**config.mk**
```make
export PLATFORM = sky130hd
export DESIGN_NAME = io_uart_tx
export DESIGN_NICKNAME = d
export VERILOG_FILES = /design/src/rtl/io_uart_pkg.sv /design/src/rtl/io_sync_fifo.sv /design/src/rtl/io_uart_tx.sv
export SDC_FILE = /design/constraint.sdc
export NUM_CORES = 1
export LEC_CHECK = 0
export ABC_AREA = 1
export CAP_MARGIN = 25
export CORE_MARGIN = 10
export CORE_UTILIZATION = 45
export CTS_CLUSTER_DIAMETER = 40
export DETAILED_ROUTE_END_ITERATION = 7
export GPL_TIMING_DRIVEN = 0
export PLACE_DENSITY_LB_ADDON = 0.15
export SLEW_MARGIN = 20
export SYNTH_ARGS = -nofsm -noshare
export SYNTH_HDL_FRONTEND = slang
export SYNTH_HIERARCHICAL = 1
export SYNTH_SLANG_ARGS = --single-unit
```
**constraint.sdc**
```tcl
create_clock -name clk_i -period 1.9 [get_ports clk_i]
set_input_delay 0.475 -clock clk_i [delete_from_list [all_inputs] [get_ports clk_i]]
set_output_delay 0.475 -clock clk_i [all_outputs]
set_load 0.05 [all_outputs]
```
**src/rtl/io_uart_pkg.sv**
```systemverilog
// Shared types and constants for the memory-mapped UART transmitter.
package io_uart_pkg;

    typedef enum logic [1:0] {
        IDLE  = 2'd0,
        START = 2'd1,
        DATA  = 2'd2,
        STOP  = 2'd3
    } tx_state_e;

    localparam int ST_BUSY  = 0;
    localparam int ST_EMPTY = 1;
    localparam int ST_FULL  = 2;
    localparam int ST_OVF   = 3;

    localparam logic ADDR_DATA = 1'b0;
    localparam logic ADDR_STAT = 1'b1;

endpackage

```
**src/rtl/io_sync_fifo.sv**
```systemverilog
// Synchronous FIFO with extra-MSB pointers; push when full and pop when empty are ignored.
module io_sync_fifo #(
    parameter int WIDTH = 8,
    parameter int DEPTH = 4
) (
    input  logic             clk_i,
    input  logic             rst_i,
    input  logic             push_i,
    input  logic [WIDTH-1:0] din_i,
    input  logic             pop_i,
    output logic [WIDTH-1:0] dout_o,
    output logic             full_o,
    output logic             empty_o
);
    localparam int AW = $clog2(DEPTH);

    logic [WIDTH-1:0] mem_q [DEPTH];
    logic [AW:0]      wp_q;
    logic [AW:0]      rp_q;

    assign full_o  = (wp_q[AW] != rp_q[AW]) && (wp_q[AW-1:0] == rp_q[AW-1:0]);
    assign empty_o = (wp_q == rp_q);
    assign dout_o  = mem_q[rp_q[AW-1:0]];

    always_ff @(posedge clk_i) begin
        if (rst_i) begin
            wp_q <= '0;
            rp_q <= '0;
        end else begin
            if (push_i && !full_o) begin
                mem_q[wp_q[AW-1:0]] <= din_i;
                wp_q                <= wp_q + 1'b1;
            end
            if (pop_i && !empty_o)
                rp_q <= rp_q + 1'b1;
        end
    end

endmodule

```
**src/rtl/io_uart_tx.sv**
```systemverilog
// IO-bus UART transmitter: byte FIFO, status/overflow register and 8N1 baud FSM.
module io_uart_tx
    import io_uart_pkg::*;
#(
    parameter int CLK_HZ     = 50000000,
    parameter int BAUD       = 115200,
    parameter int FIFO_DEPTH = 4
) (
    input  logic        clk_i,
    input  logic        rst_i,
    input  logic        sel_i,
    input  logic        wr_i,
    input  logic        rd_i,
    input  logic        addr_i,
    input  logic [31:0] DATA_i,
    output logic [31:0] DATA_o,
    output logic        tx_o,
    output logic        busy_o
);
    localparam int DIV = CLK_HZ / BAUD;
    localparam int BCW = $clog2(DIV);
    localparam logic [BCW-1:0] BC_LAST = BCW'(DIV - 1);

    logic        wr_en, rd_en, push, pop, full, empty;
    logic [7:0]  fifo_dout;
    logic [31:0] stat;

    tx_state_e      state_q;
    logic [BCW-1:0] bc_q;
    logic [7:0]     shift_q;
    logic [2:0]     idx_q;
    logic           tx_q, busy_q, ovf_q;
    logic [7:0]     last_q;
    logic [31:0]    data_q;

    logic unused_data;
    assign unused_data = ^{DATA_i[31:8], DATA_i[7:4], DATA_i[2:0]};

    assign wr_en = sel_i & wr_i;
    assign rd_en = sel_i & rd_i & ~wr_i;
    assign push  = wr_en && (addr_i == ADDR_DATA);

    // Head is taken either from IDLE or at the end of a stop bit for back-to-back frames.
    always_comb begin
        pop = 1'b0;
        if (!empty)
            pop = (state_q == IDLE) || ((state_q == STOP) && (bc_q == BC_LAST));
    end

    io_sync_fifo #(.WIDTH(8), .DEPTH(FIFO_DEPTH)) u_fifo (
        .clk_i   (clk_i),
        .rst_i   (rst_i),
        .push_i  (push),
        .din_i   (DATA_i[7:0]),
        .pop_i   (pop),
        .dout_o  (fifo_dout),
        .full_o  (full),
        .empty_o (empty)
    );

    always_comb begin
        stat          = 32'b0;
        stat[ST_BUSY]  = busy_q;
        stat[ST_EMPTY] = empty;
        stat[ST_FULL]  = full;
        stat[ST_OVF]   = ovf_q;
    end

    always_ff @(posedge clk_i) begin
        if (rst_i) begin
            ovf_q  <= 1'b0;
            last_q <= 8'h00;
            data_q <= 32'h0;
        end else begin
            if (push && !full)
                last_q <= DATA_i[7:0];
            if (push && full)
                ovf_q <= 1'b1;
            else if (wr_en && (addr_i == ADDR_STAT) && DATA_i[3])
                ovf_q <= 1'b0;
            if (rd_en)
                data_q <= (addr_i == ADDR_DATA) ? {24'b0, last_q} : stat;
        end
    end

    // tx/busy are registered from the current state, so the line lags the state by one clock.
    always_ff @(posedge clk_i) begin
        if (rst_i) begin
            state_q <= IDLE;
            bc_q    <= '0;
            shift_q <= 8'h00;
            idx_q   <= 3'd0;
            tx_q    <= 1'b1;
            busy_q  <= 1'b0;
        end else begin
            busy_q <= (state_q != IDLE);
            case (state_q)
                START:   tx_q <= 1'b0;
                DATA:    tx_q <= shift_q[0];
                default: tx_q <= 1'b1;
            endcase
            case (state_q)
                IDLE: begin
                    if (!empty) begin
                        shift_q <= fifo_dout;
                        bc_q    <= '0;
                        state_q <= START;
                    end
                end
                START: begin
                    if (bc_q == BC_LAST) begin
                        bc_q    <= '0;
                        idx_q   <= 3'd0;
                        state_q <= DATA;
                    end else begin
                        bc_q <= bc_q + 1'b1;
                    end
                end
                DATA: begin
                    if (bc_q == BC_LAST) begin
                        bc_q    <= '0;
                        shift_q <= {1'b0, shift_q[7:1]};
                        idx_q   <= idx_q + 3'd1;
                        if (idx_q == 3'd7)
                            state_q <= STOP;
                    end else begin
                        bc_q <= bc_q + 1'b1;
                    end
                end
                default: begin
                    if (bc_q == BC_LAST) begin
                        bc_q <= '0;
                        if (!empty) begin
                            shift_q <= fifo_dout;
                            state_q <= START;
                        end else begin
                            state_q <= IDLE;
                        end
                    end else begin
                        bc_q <= bc_q + 1'b1;
                    end
                end
            endcase
        end
    end

    assign DATA_o = data_q;
    assign tx_o   = tx_q;
    assign busy_o = busy_q;

endmodule

```
=== Word level (Yosys, flattened, before mapping) ===
Memories as Yosys holds them, arrays and structs flattened. A register that Yosys moved wholly into a read port is not among the register bits.
Cells that the tools add are included.

* Flip-flop bits (word level): 71
* Memory bits (writable): 32
* Input port bits: 38
* Output and inout port bits: 34
* Logic and storage cells: 80
* Memories: 1

* Add/subtract/negate cells: 4
* Eq/ne operators: 12
* Muxes and demuxes: 27
* Bitwise gates (word level): 6
* Reduce and logical (&&, ||, !) cells: 19

{| class="wikitable"
|+ Memory list
! name !! depth !! width !! rd ports !! clocked after memory_dff !! write ports !! line !! RTL
|-
| u_fifo.mem_q || 4 || 8 || 1 || 1 || 1 || io_sync_fifo.sv:17 || <nowiki>logic [WIDTH-1:0] mem_q [DEPTH];</nowiki>
|}

{| class="wikitable"
|+ Operators by type and width
! kind !! count
|-
| $mux W8 || 4
|-
| $mux W9 || 3
|-
| $pmux W8 S3 || 1
|-
| $mux W2 || 7
|-
| $add A3 B1 Y3 const B || 3
|-
| $add A9 B1 Y9 const B || 1
|-
| $eq A9 B9 Y1 const B || 1
|-
| $logic_and A1 B1 Y1 || 8
|-
| $ne A2 B2 Y1 const B || 4
|-
| $reduce_bool A2 Y1 || 4
|-
| $mux W1 || 7
|-
| $mux W3 || 2
|-
| $pmux W2 S3 || 1
|-
| $pmux W3 S2 || 1
|-
| $reduce_and A3 Y1 || 2
|-
| $reduce_and A5 Y1 || 1
|-
| $eq A2 B2 Y1 const B || 2
|-
| $and A1 B1 Y1 || 3
|-
| $eq A3 B3 Y1 || 1
|-
| $eq A3 B3 Y1 const B || 1
|-
| $not A1 Y1 || 3
|-
| $eq A2 B1 Y1 const B || 1
|-
| $eq A2 B2 Y1 || 1
|-
| $logic_not A1 Y1 || 2
|-
| other kinds (4) || 4
|}

=== Logic depth before layout (Yosys ltp) ===
Gate-level depths: netlist (run 1).

* Depth in word-level cells: 7
* Depth in mapped cells: 13
* Gate-level depth less buffers: 13

=== Modules after synthesis ===
The synthesis (run 1) kept the hierarchy.

{| class="wikitable"
|+ By module, submodules not included
! module !! instances !! cells an instance !! area an instance (µm²) !! sequential area each (µm²)
|-
| io_uart_tx || 1 || 305 || 2155.8 || 820.8
|-
| io_sync_fifo || 1 || 151 || 1692.9 || 1121.1
|}

=== Least setup slack after synthesis (run 1) ===
Ideal clock, no wire load.

* Path kind: input-to-reg
* Start point: input wr_i
* End point: memory u_fifo.mem_q[3][0] (enable)
* Setup time: 0.370 ns
* Data arrival time: 1.391 ns
* Path slack: 0.139 ns
* Cell stages on the path: 4
* Path buffers: 0
* Cell sequence: nand2_1 > nor2_1 > nand2_1 > nor3_2

* Word-level cells in the longest chain between the ends: 6

{| class="wikitable"
|+ RTL lines
! item !! line !! RTL
|-
| from (decl) || io_uart_tx.sv:12 || <nowiki>input logic wr_i,</nowiki>
|-
| $and A1 B1 Y1 || io_uart_tx.sv:39 || <nowiki>assign wr_en = sel_i & wr_i;</nowiki>
|-
| $logic_and A1 B1 Y1 || io_uart_tx.sv:41 || <nowiki>assign push = wr_en && (addr_i == ADDR_DATA);</nowiki>
|-
| named net push || io_uart_tx.sv:24 || <nowiki>logic wr_en, rd_en, push, pop, full, empty;</nowiki>
|-
| $logic_and A1 B1 Y1 || io_sync_fifo.sv:30 || <nowiki>if (push_i && !full_o) begin</nowiki>
|-
| $mux W1 || io_sync_fifo.sv:30 ||
|-
| $mux W1 || io_sync_fifo.sv:26 || <nowiki>if (rst_i) begin</nowiki>
|-
| $mux W1 (implied by the code) || io_sync_fifo.sv:31 || <nowiki>mem_q[wp_q[AW-1:0]] <= din_i;</nowiki>
|-
| to (decl) || io_sync_fifo.sv:17 ||
|}

The timed path passes the listed nets, and every way through them passes these cells.

=== Worst setup path in the final report (run 1) ===
* Start point: input rst_i
* End point: memory u_fifo.mem_q[0][3] (enable)

* Word-level cells in the longest chain between the ends: 2

{| class="wikitable"
|+ RTL lines
! item !! line !! RTL
|-
| from (decl) || io_uart_tx.sv:10 || <nowiki>input logic rst_i,</nowiki>
|-
| $mux W1 || io_sync_fifo.sv:26 ||
|-
| $mux W1 (implied by the code) || io_sync_fifo.sv:31 ||
|}

No other way between the ends.

==> summary.md, run 1 <==
| Metric | Value |
|---|---|
| Status | `finished, final reports clean` |
| WL/cell | `13.27 um` |
| Maximum vdd drop | `0.6346 mV` |
| Largest net degree at the start of global routing | `16` |
| Site Rows | `33` |
| Cell Area, Synth | `3849 um2` |
| Worst min-delay path class | `reg2reg` |
| Data required, critical path | `1.91 ns` |
| # DRC | `0` |
| Period minus WS final | `1.795 ns` |
| PwrDens | `1070 nW/um2` |
| CTS buffer count | `9` |
| Crit Path Category | `in2reg` |
| Initial antenna violation count | `0` |
| Post-route worst setup slack | `0.1049 ns` |
| Number of DRC markers in iteration 0 | `153` |
| Clock-pin slew on the worst setup and hold paths | `0.08 ns` |
| YS warnings | `6` |
| Max Buffers Root-to-Sink | `2` |
| Gp weighted congestion | `0.8399` |
| Detailed placement HPWL | `6041 um` |
| Commonest cells after routing, fill and taps aside | `98 x nand2_1, 51 x nor2_1, 45 x dfxtp_1, 41 x inv_1, 33 x o21ai_0` |
| Final hold vios | `0` |
| H-tree levels | `3` |
| Share of layout cells above drive strength 1 | `0.1511` |
| Hold Worst Slack | `0.4648 ns` |
| Setup crit start kind | `primary input` |
| Ports | `72` |
| Fmax | `557.1 MHz` |
| RSZ-0062 raised after global routing | `no` |
| Cells after synthesis | `456` |
| Number of clock sinks | `81` |
| ANT cells | `0` |
| Grt ovf | `0` |
| Rel. slew slack | `0.6093` |
| Pleak | `0.001910 uW` |
| Die area | `12650 um2` |
| Slew @ Worst Pin | `0.5861 ns` |
| DR vias | `2986` |
| CP max FO | `8` |
| Crit share post-route | `0.9448` |
| First-pass GRT wire length | `13900 um` |
| Critical path arrival | `1.81 ns` |
| Critical path capture point type | `flop` |
| Post-synthesis sequential area ratio | `0.5046` |
| Number of global-route vias before repair | `2841` |
| Post-Place Setup Slack | `-0.7958 ns` |
| Core area | `8258 um2` |
| Area growth from synthesis to layout | `19.41%` |
| Total GRT Usage | `0.1330` |
| DRT Wirelength | `8335 um` |
| Most common cell after layout, fill and taps aside | `nand2_1` |
| Avg Inst Size Synth | `8.440 um2` |
| Root buffer cell | `clkbuf_8` |
| Max-slew violations | `0` |
| Post-route ant nets | `0` |
| Register bit total from synthesis | `81` |
| Clk_lat worst skew | `0.34 ns` |
| DRT Pass-1 Iters | `4` |
| Synth unique cells | `31` |
| DIE WIDTH | `112.5 um` |
| Final Net Count | `570` |
| CTS tree | `done` |
| Clock Skew | `0.01018 ns` |
| Endpoints failing setup | `0` |
| Buffers on Ports | `23` |
| Via density | `4.755` |
| Chip Height | `112.5 um` |
| Max-cap violations | `0` |
| Starting density of the core | `0.4661` |
-- cells in the mapped netlist --
master / instances / area (um2)
a21oi_4: 1 / 16.27
a21oi_1: 30 / 150.1
dfxtp_1: 49 / 980.9
inv_2: 3 / 11.26
o21a_1: 1 / 7.510
buf_6: 2 / 22.52
a21oi_2: 1 / 8.760
ha_1: 14 / 175.2
a31oi_1: 4 / 25.02
or2_2: 1 / 6.260
o211a_1: 1 / 10.01
conb_1: 1 / 3.750
buf_4: 27 / 202.7
nand3_4: 2 / 35.03
mux2i_1: 1 / 10.01
nand3_2: 1 / 10.01
nor2_2: 1 / 6.260
buf_2: 1 / 5.000
nor3_2: 1 / 10.01
nand2_2: 5 / 31.28
inv_1: 43 / 161.4
nor2_1: 56 / 210.2
o211ai_1: 1 / 7.510
nand2_1: 98 / 367.9
nand4_1: 4 / 25.02
o22ai_1: 9 / 56.30
nand3_1: 28 / 140.1
edfxtp_1: 32 / 960.9
clkbuf_1: 4 / 15.01
nand2_4: 1 / 11.26
o21ai_0: 33 / 165.2
-- path summary, 6_finish.rpt --
check / from / end / slack [ns] / cells after the start
max: rst_i / u_fifo/mem_q[0][3] / 0.10 / 4
min: shift_q[3] / shift_q[3] / 0.46 / 2
max reg2reg: u_fifo/wp_q[1] / u_fifo/rp_q[2] / 0.17 / 12
min reg2reg: shift_q[3] / shift_q[3] / 0.46 / 2
-- per-layer routing --
metal | GRT usage | share of wire
met1 | 0.1738 | 0.48
met2 | 0.2028 | 0.45
met3 | 0.04047 | 0.066
met4 | 0.04822 | 0.0052
met5 | 0 | 0
-- per-stage QoR --
stage / setup TNS (ns) / cells / utilization / instance area [um2] / power, uW
3_3_place_gp: -27.63 / 607 / 0.5203 / 4297 / 3557
5_1_grt: 0 / 628 / 0.5565 / 4596 / 5222
4_1_cts: -0.005431 / 624 / 0.5503 / 4544 / 4849
2_1_floorplan: 0 / 479 / - / 3935 / 3215
3_5_place_dp: -27.88 / 607 / 0.5203 / 4297 / 3574
6_report: 0 / 628 / 0.5565 / 4596 / 4916
-- logic make-up (layout without fill, tap and decap cells) --
logic type / Yosys count / in the layout / synth area share
flip-flops: 81 / 81 / 0.5046
buffers and inverters: 80 / 124 / 0.1086
multiplexers: 1 / 1 / 0.002601
AO/OA/AOI/OAI: 81 / 81 / 0.1161
adder cells (fa/ha/maj): 14 / 14 / 0.04551
AND/OR/NAND/NOR: 198 / 198 / 0.2217
other: 1 / 24 / 0.0009744
-- state kept, by name (all words and copies together), names as in the netlist, named ones only --
signal and cells:
tx_o 1, last_q 8, bc_q 9, state_q 2, shift_q 8, ovf_q 1, idx_q 3, u_fifo/mem_q 32
busy_o 1, DATA_o 8, u_fifo/wp_q 3, u_fifo/rp_q 3
-- layout make-up --
type / instances / area (um2)
plain buffers: 34 / 245.2
fillers: 770 / 3662
clock buffers: 9 / 123.9
multi-input cells: 318 / 1625
clock inverters: 7 / 76.32
inverters: 46 / 176.4
flip-flops and latches: 81 / 1949
repair buffers: 28 / 267.8
well taps: 105 / 131.4
-- where the power goes --
group | switching (uW) | total, uW | internal, uW
Clock | 641 | 1260 | 621
Combinational | 1050 | 1620 | 565
Sequential | 99.1 | 2030 | 1940
-- worst max-delay path: stages --
cell	delay, ns
clkdlybuf4s50_1	0.54
inv_1	0.27
nand3_2	0.22
nor2_4	0.30
-- repair_timing --
item,4_1_cts,5_1_grt
endpoints found under the setup margin,51,42
gates resized for setup,21,8
pin swaps,1,1
hold buffers,0,0
setup buffers,1,4
No activity file was read; power rests on OpenSTA's default activity.
==> run 2: changes to the inputs <==
--- a/config.mk
+++ b/config.mk
@@ -7,12 +7,13 @@
 export LEC_CHECK = 0
 export ABC_AREA = 1
 export CAP_MARGIN = 25
-export CORE_MARGIN = 10
+export CORE_MARGIN = 1
 export CORE_UTILIZATION = 45
 export CTS_CLUSTER_DIAMETER = 40
 export DETAILED_ROUTE_END_ITERATION = 7
 export GPL_TIMING_DRIVEN = 0
 export PLACE_DENSITY_LB_ADDON = 0.15
+export SKIP_CTS_REPAIR_TIMING = 1
 export SLEW_MARGIN = 20
 export SYNTH_ARGS = -nofsm -noshare
 export SYNTH_HDL_FRONTEND = slang
==> run 2 against run 1 <==
Net effect: flip-flop and latch count is the same; total power shrank 2.6%; sequential share of layout area is essentially flat.
==> summary.md, run 2 (synthesis results as in run 1) <==
| Metric | Value |
|---|---|
| Slew @ Worst Pin | `0.5669 ns (-0.01917 ns)` |
| Post-route ant nets | `0 (unchanged)` |
| Largest net degree at the start of global routing | `17 (+1)` |
| CTS tree | `done` |
| Net Sw Frac | `0.3811 (+0.01621)` |
| Hold Worst Slack | `0.4662 ns (+0.001378 ns)` |
| Clock Power Share | `0.248 (-0.009)` |
| Critical-path cell list | `inv_1 -> nand2_1 -> nand2_2 -> nand3_4 -> clkinvlp_4 -> a21oi_4 -> nand2_2 -> nand2_1 -> a21oi_1` |
| Fmax | `554.3 MHz (-0.49%)` |
| Endpoints failing setup | `0 (unchanged)` |
| DRT Wirelength | `8262 um (-0.88%)` |
| Internal power | `2964 uW (-5.1%)` |
| Via density | `4.893 (+2.9%)` |
| Share of layout cells above drive strength 1 | `0.1500 (-0.001052)` |
| Switch Pwr | `1825 uW (+1.7%)` |
| H-tree levels | `3 (unchanged)` |
| Most common cell after layout, fill and taps aside | `nand2_1` |
| # DRC | `0 (unchanged)` |
| Status | `finished, final reports clean` |
| Final Net Count | `567 (-0.53%)` |
| ANT cells | `0 (unchanged)` |
| Critical path arrival | `2.01 ns (+0.20 ns)` |
| Data required, critical path | `2.11 ns (+0.20 ns)` |
| Worst min-delay path class | `reg2reg` |
| Combinational fraction of design power | `0.326 (-0.003)` |
| Die area | `8926 um2 (-29%)` |
| Starting density of the core | `0.4661 (unchanged)` |
| Grt ovf | `0 (unchanged)` |
| Core area | `8258 um2 (unchanged)` |
| Max Buffers Root-to-Sink | `2 (unchanged)` |
| Total negative setup slack | `0 ns (unchanged)` |
| Post-route worst setup slack | `0.09602 ns (-0.008829 ns)` |
| Setup crit start kind | `flop` |
| Commonest cells after routing, fill and taps aside | `97 x nand2_1, 51 x nor2_1, 45 x dfxtp_1, 41 x inv_1, 33 x o21ai_0` |
| Initial antenna violation count | `0 (unchanged)` |
| Root buffer cell | `clkbuf_8` |
| Gp weighted congestion | `0.8344 (-0.65%)` |
| Pleak | `0.002006 uW (+5.0%)` |
| WL/cell | `13.22 um (-0.40%)` |
| PwrDens | `1041 nW/um2 (-2.6%)` |
| CP max FO | `9 (+1)` |
| CP max stage cell | `dfxtp_2` |
| Area growth from synthesis to layout | `19.47% (about the same)` |
| DR vias | `3058 (+2.4%)` |
| CTS buffer count | `9 (unchanged)` |
| Period minus WS final | `1.804 ns (+0.008829 ns)` |
| Clk_lat worst skew | `0.35 ns (about the same)` |
| Max FFs per register | `32 (unchanged)` |
| Number of global-route vias before repair | `2844 (+0.11%)` |
| Ports | `72 (unchanged)` |
| Rel. slew slack | `0.6220 (+0.01278)` |
| Clock-pin slew on the worst setup and hold paths | `0.09 ns (about the same)` |
| Detailed placement HPWL | `5773 um (-4.4%)` |
| Max-slew violations | `0 (unchanged)` |
| Chip Height | `94.48 um (-16%)` |
| DRT Pass-1 Iters | `4 (unchanged)` |
| Site Rows | `33 (unchanged)` |
| Overall power | `4789 uW (-2.6%)` |
| Clock Skew | `0.009404 ns (-0.0007774 ns)` |
| Number of clock sinks | `81 (unchanged)` |
| Post-Place Setup Slack | `-0.8555 ns (-0.05969 ns)` |
| Reg power frac | `0.426 (+0.012)` |
| Crit share post-route | `0.9495 (+0.004647)` |
| Max-cap violations | `0 (unchanged)` |
| Final hold vios | `0 (unchanged)` |
| Max incr delay on CP | `0.39 ns (-0.15 ns)` |
| Number of DRC markers in iteration 0 | `228 (+49%)` |
| Crit Path Category | `reg2reg` |
| RSZ-0062 raised after global routing | `yes` |
| Filler cell count | `742 (-3.6%)` |
| Fin util | `0.5568 (about the same)` |
| Buffers on Ports | `23 (unchanged)` |
| Total GRT Usage | `0.1964 (+0.06337)` |
| DIE WIDTH | `94.48 um (-16%)` |
| Maximum vdd drop | `0.5771 mV (-9.1%)` |
| Critical path capture point type | `flop` |
| First-pass GRT wire length | `13400 um (-3.6%)` |
==> run 2: cell types whose count changed in the layout (fill, tap and decap cells not counted), sizes merged <==
| cell | change |
|---|---|
| dlygate4sd2 | -10 |
| dlymetal6s2s | +10 |
| buf | -3 |
| bufinv | -1 |
| clkinv | +1 |
| clkinvlp | +1 |
| inv | -1 |
==> run 2: metal layers <==
| layer | routed length, um | part of all wire | global-route usage |
|---|---|---|---|
| met1 | 3753 | 0.45 | 0.2509 |
| met2 | 3890 | 0.47 | 0.3297 |
| met3 | 516 | 0.062 | 0.04589 |
| met4 | 101 | 0.012 | 0.06061 |
| met5 | 0 | 0 | 0 |
==> run 2: critical path, delay by kind of cell, from the launching register on <==
kind            cells  cell delay [ns]
compound gates      2             0.37
buf+inv             2             0.31
simple gates        5             0.59
flops               1             0.39
==> run 2: worst paths after layout <==
path,from,end,slack [ns],cells after the start
worst max-delay path,u_fifo/wp_q[1],shift_q[2],0.1,9
worst min-delay path,shift_q[4],shift_q[4],0.47,2
worst max register to register,u_fifo/wp_q[1],shift_q[2],0.1,9
worst min register to register,shift_q[4],shift_q[4],0.47,2
==> run 2: power groups by stage <==
stage / Combinational [uW] / Clock (uW) / Sequential (uW)
floorplan: 1110 / 0 / 2100
finish: 1560 / 1190 / 2040
detailed placement: 1500 / 0 / 2080
global placement: 1480 / 0 / 2070
global route: 1750 / 1280 / 2060
CTS: 1510 / 1200 / 2040
==> run 2: metrics by stage <==
step | instances | instance area [um2]
floorplan | 479 | 3935
global placement | 607 | 4297
detailed placement | 607 | 4297
CTS | 623 | 4482
global route | 625 | 4598
finish | 625 | 4598
==> run 2: final cells by class <==
class / instances / area [um2] / share of cell area
tap: 105 / 131.4 / 0.02857
timing repair buffer: 25 / 282.8 / 0.06150
sequential: 81 / 1949 / 0.4239
buffer: 34 / 245.2 / 0.05333
multi-input combinational: 318 / 1628 / 0.3540
inverter: 46 / 176.4 / 0.03837
clock buffer: 9 / 123.9 / 0.02694
clock inverter: 7 / 61.31 / 0.01333
==> run 3: changes to the inputs <==
--- a/config.mk
+++ b/config.mk
@@ -7,6 +7,7 @@
 export LEC_CHECK = 0
 export ABC_AREA = 1
 export CAP_MARGIN = 25
+export CORE_ASPECT_RATIO = 0.8
 export CORE_MARGIN = 1
 export CORE_UTILIZATION = 45
 export CTS_CLUSTER_DIAMETER = 40
==> run 3 against run 2 <==
Net effect: wire length shrank 1.4%; largest cell class unchanged; sequential power is essentially flat; highest routed layer unchanged; first-iteration DRC count shrank 20%; via count shrank 0.65%; largest power group unchanged; critical endpoint is now u_fifo/mem_q[0][1]; setup slack lost 0.0039 ns.
==> summary.md, run 3 (synthesis results as in run 1) <==
| Metric | Value |
|---|---|
| FF-to-FF setup slack | `0.12 ns (+0.02 ns)` |
| Share of layout cells above drive strength 1 | `0.1475 (-0.002490)` |
| Worst min-delay path class | `reg2reg` |
| Hold EP | `shift_q[3]` |
| Gp weighted congestion | `0.7766 (-6.9%)` |
| Grt met2 use | `0.2865 (-0.04323)` |
| Worst hold stages | `2 (unchanged)` |
| Starting density of the core | `0.4756 (+0.009585)` |
| Initial antenna violation count | `0 (unchanged)` |
| H-tree levels | `3 (unchanged)` |
| DRT Pass-1 Iters | `5 (+1)` |
| Largest net degree at the start of global routing | `14 (-3)` |
| M1 GR Usage | `0.2852 (+0.03433)` |
| Max FFs per register | `32 (unchanged)` |
| Crit Path Category | `in2reg` |
| Grt peak-use layer | `met2` |
| Status | `finished, final reports clean` |
| Clock-pin slew on the worst setup and hold paths | `0.07 ns (-0.02 ns)` |
| Critical path capture point type | `flop` |
| Detailed placement HPWL | `5862 um (+1.5%)` |
| Crit share post-route | `0.9515 (+0.002036)` |
| Die area | `8929 um2 (about the same)` |
| Final hold vios | `0 (unchanged)` |
| Most common cell after layout, fill and taps aside | `nand2_1` |
| CP max FO | `8 (-1)` |
| Period minus WS final | `1.808 ns (+0.003869 ns)` |
| Worst-case reg-to-reg path depth | `12 (+3)` |
| Commonest cells after routing, fill and taps aside | `98 x nand2_1, 51 x nor2_1, 46 x dfxtp_1, 41 x inv_1, 33 x o21ai_0` |
| Maximum vdd drop | `0.4947 mV (-14%)` |
| Rel. slew slack | `0.5938 (-0.02828)` |
| Root buffer cell | `clkbuf_8` |
| Grt ovf | `0 (unchanged)` |
| CTS tree | `done` |
| DRT Wirelength | `8143 um (-1.4%)` |
| Max-cap violations | `0 (unchanged)` |
| Buffers on Ports | `23 (unchanged)` |
| Overall power | `4961 uW (+3.6%)` |
| # DRC | `0 (unchanged)` |
| Total negative setup slack | `0 ns (unchanged)` |
| Max Buffers Root-to-Sink | `2 (unchanged)` |
| Non-filler cells in the finished layout | `630 (+0.80%)` |
| Ports | `72 (unchanged)` |
| First-pass GRT wire length | `13320 um (-0.61%)` |
| Total GRT Usage | `0.1952 (-0.001193)` |
| Site Rows | `29 (-12%)` |
| Number of clock sinks | `81 (unchanged)` |
| DIE WIDTH | `105.4 um (+12%)` |
| Max-slew violations | `0 (unchanged)` |
| R2r endpoint | `u_fifo/rp_q[2]` |
| Clock Skew | `0.006734 ns (-0.002670 ns)` |
| CTS buffer count | `9 (unchanged)` |
| WL/cell | `12.93 um (-2.2%)` |
| Data required, critical path | `1.93 ns (-0.18 ns)` |
| Area growth from synthesis to layout | `20.45%` |
| ANT cells | `0 (unchanged)` |
| Critical path arrival | `1.83 ns (-0.18 ns)` |
| DR vias | `3038 (-0.65%)` |
| Min-delay src | `shift_q[3]` |
| R2r startpoint | `u_fifo/wp_q[0]` |
| PwrDens | `1070 nW/um2 (+2.8%)` |
| Clk_lat worst skew | `0.35 ns (about the same)` |
| Pleak | `0.002032 uW (+1.3%)` |
| Core area | `8092 um2 (-2.0%)` |
| Grt met3 use | `0.05280 (+0.006901)` |
| Fmax | `553.1 MHz (-0.21%)` |
| Number of DRC markers in iteration 0 | `182 (-20%)` |
| Final Net Count | `569 (+0.35%)` |
| Post-route ant nets | `0 (unchanged)` |
| Setup crit start kind | `primary input` |
| Chip Height | `84.72 um (-10%)` |
| Placed cells | `610 (+0.49%)` |
| Endpoints failing setup | `0 (unchanged)` |
| Via density | `4.822 (-1.4%)` |
| Number of global-route vias before repair | `2643 (-7.1%)` |
| Slew @ Worst Pin | `0.6094 ns (+0.04242 ns)` |
## run 3: cell type report
type | instances | area [um2]
fillers | 709 | 3456
flip-flops and latches | 81 | 1946
multi-input cells | 318 | 1625
repair buffers | 27 | 297.8
plain buffers | 34 | 245.2
inverters | 46 | 176.4
well taps | 108 | 135.1
clock buffers | 10 | 127.6
clock inverters | 6 | 82.58
## run 3: through the flow
step,hold slack (ns),instance area (um2),worst slack [ns],utilization
floorplan,0.4355,3935,0.1394,-
global placement,0.4486,4300,-0.9126,0.5315
detailed placement,0.4567,4300,-0.9267,0.5315
CTS,0.4678,4511,-0.5531,0.5574
global route,0.4907,4636,-0.004277,0.5729
finish,0.4648,4636,0.09215,0.5729
## run 3: routing by layer
layer	wire length [um]	vias up
met4	68	0
met5	0	-
met3	437	8
li1	-	1574
met2	3556	67
met1	4080	1389
## run 3: critical path: stages
cell and delay, ns:
clkdlybuf4s50_1 0.56, inv_1 0.28, nand3_2 0.21, nor2_4 0.31
## run 3: worst max-delay path by stage
stage	endpoint	slack (ns)	from
3_3_place_gp	u_fifo/mem_q[3][4]	-0.91	addr_i
6_report	u_fifo/mem_q[0][1]	0.09	rst_i
5_1_grt	u_fifo/mem_q[0][3]	-0.004	rst_i
3_5_place_dp	u_fifo/mem_q[3][6]	-0.93	addr_i
2_1_floorplan	u_fifo/mem_q[3][0]	0.14	wr_i
4_1_cts	u_fifo/mem_q[3][1]	-0.55	addr_i
## run 3: report_power, final
group	switching, uW	internal, uW	total (uW)
Combinational	1030	543	1570
Clock	615	733	1350
Sequential	100	1940	2040
Total	1750	3210	4960
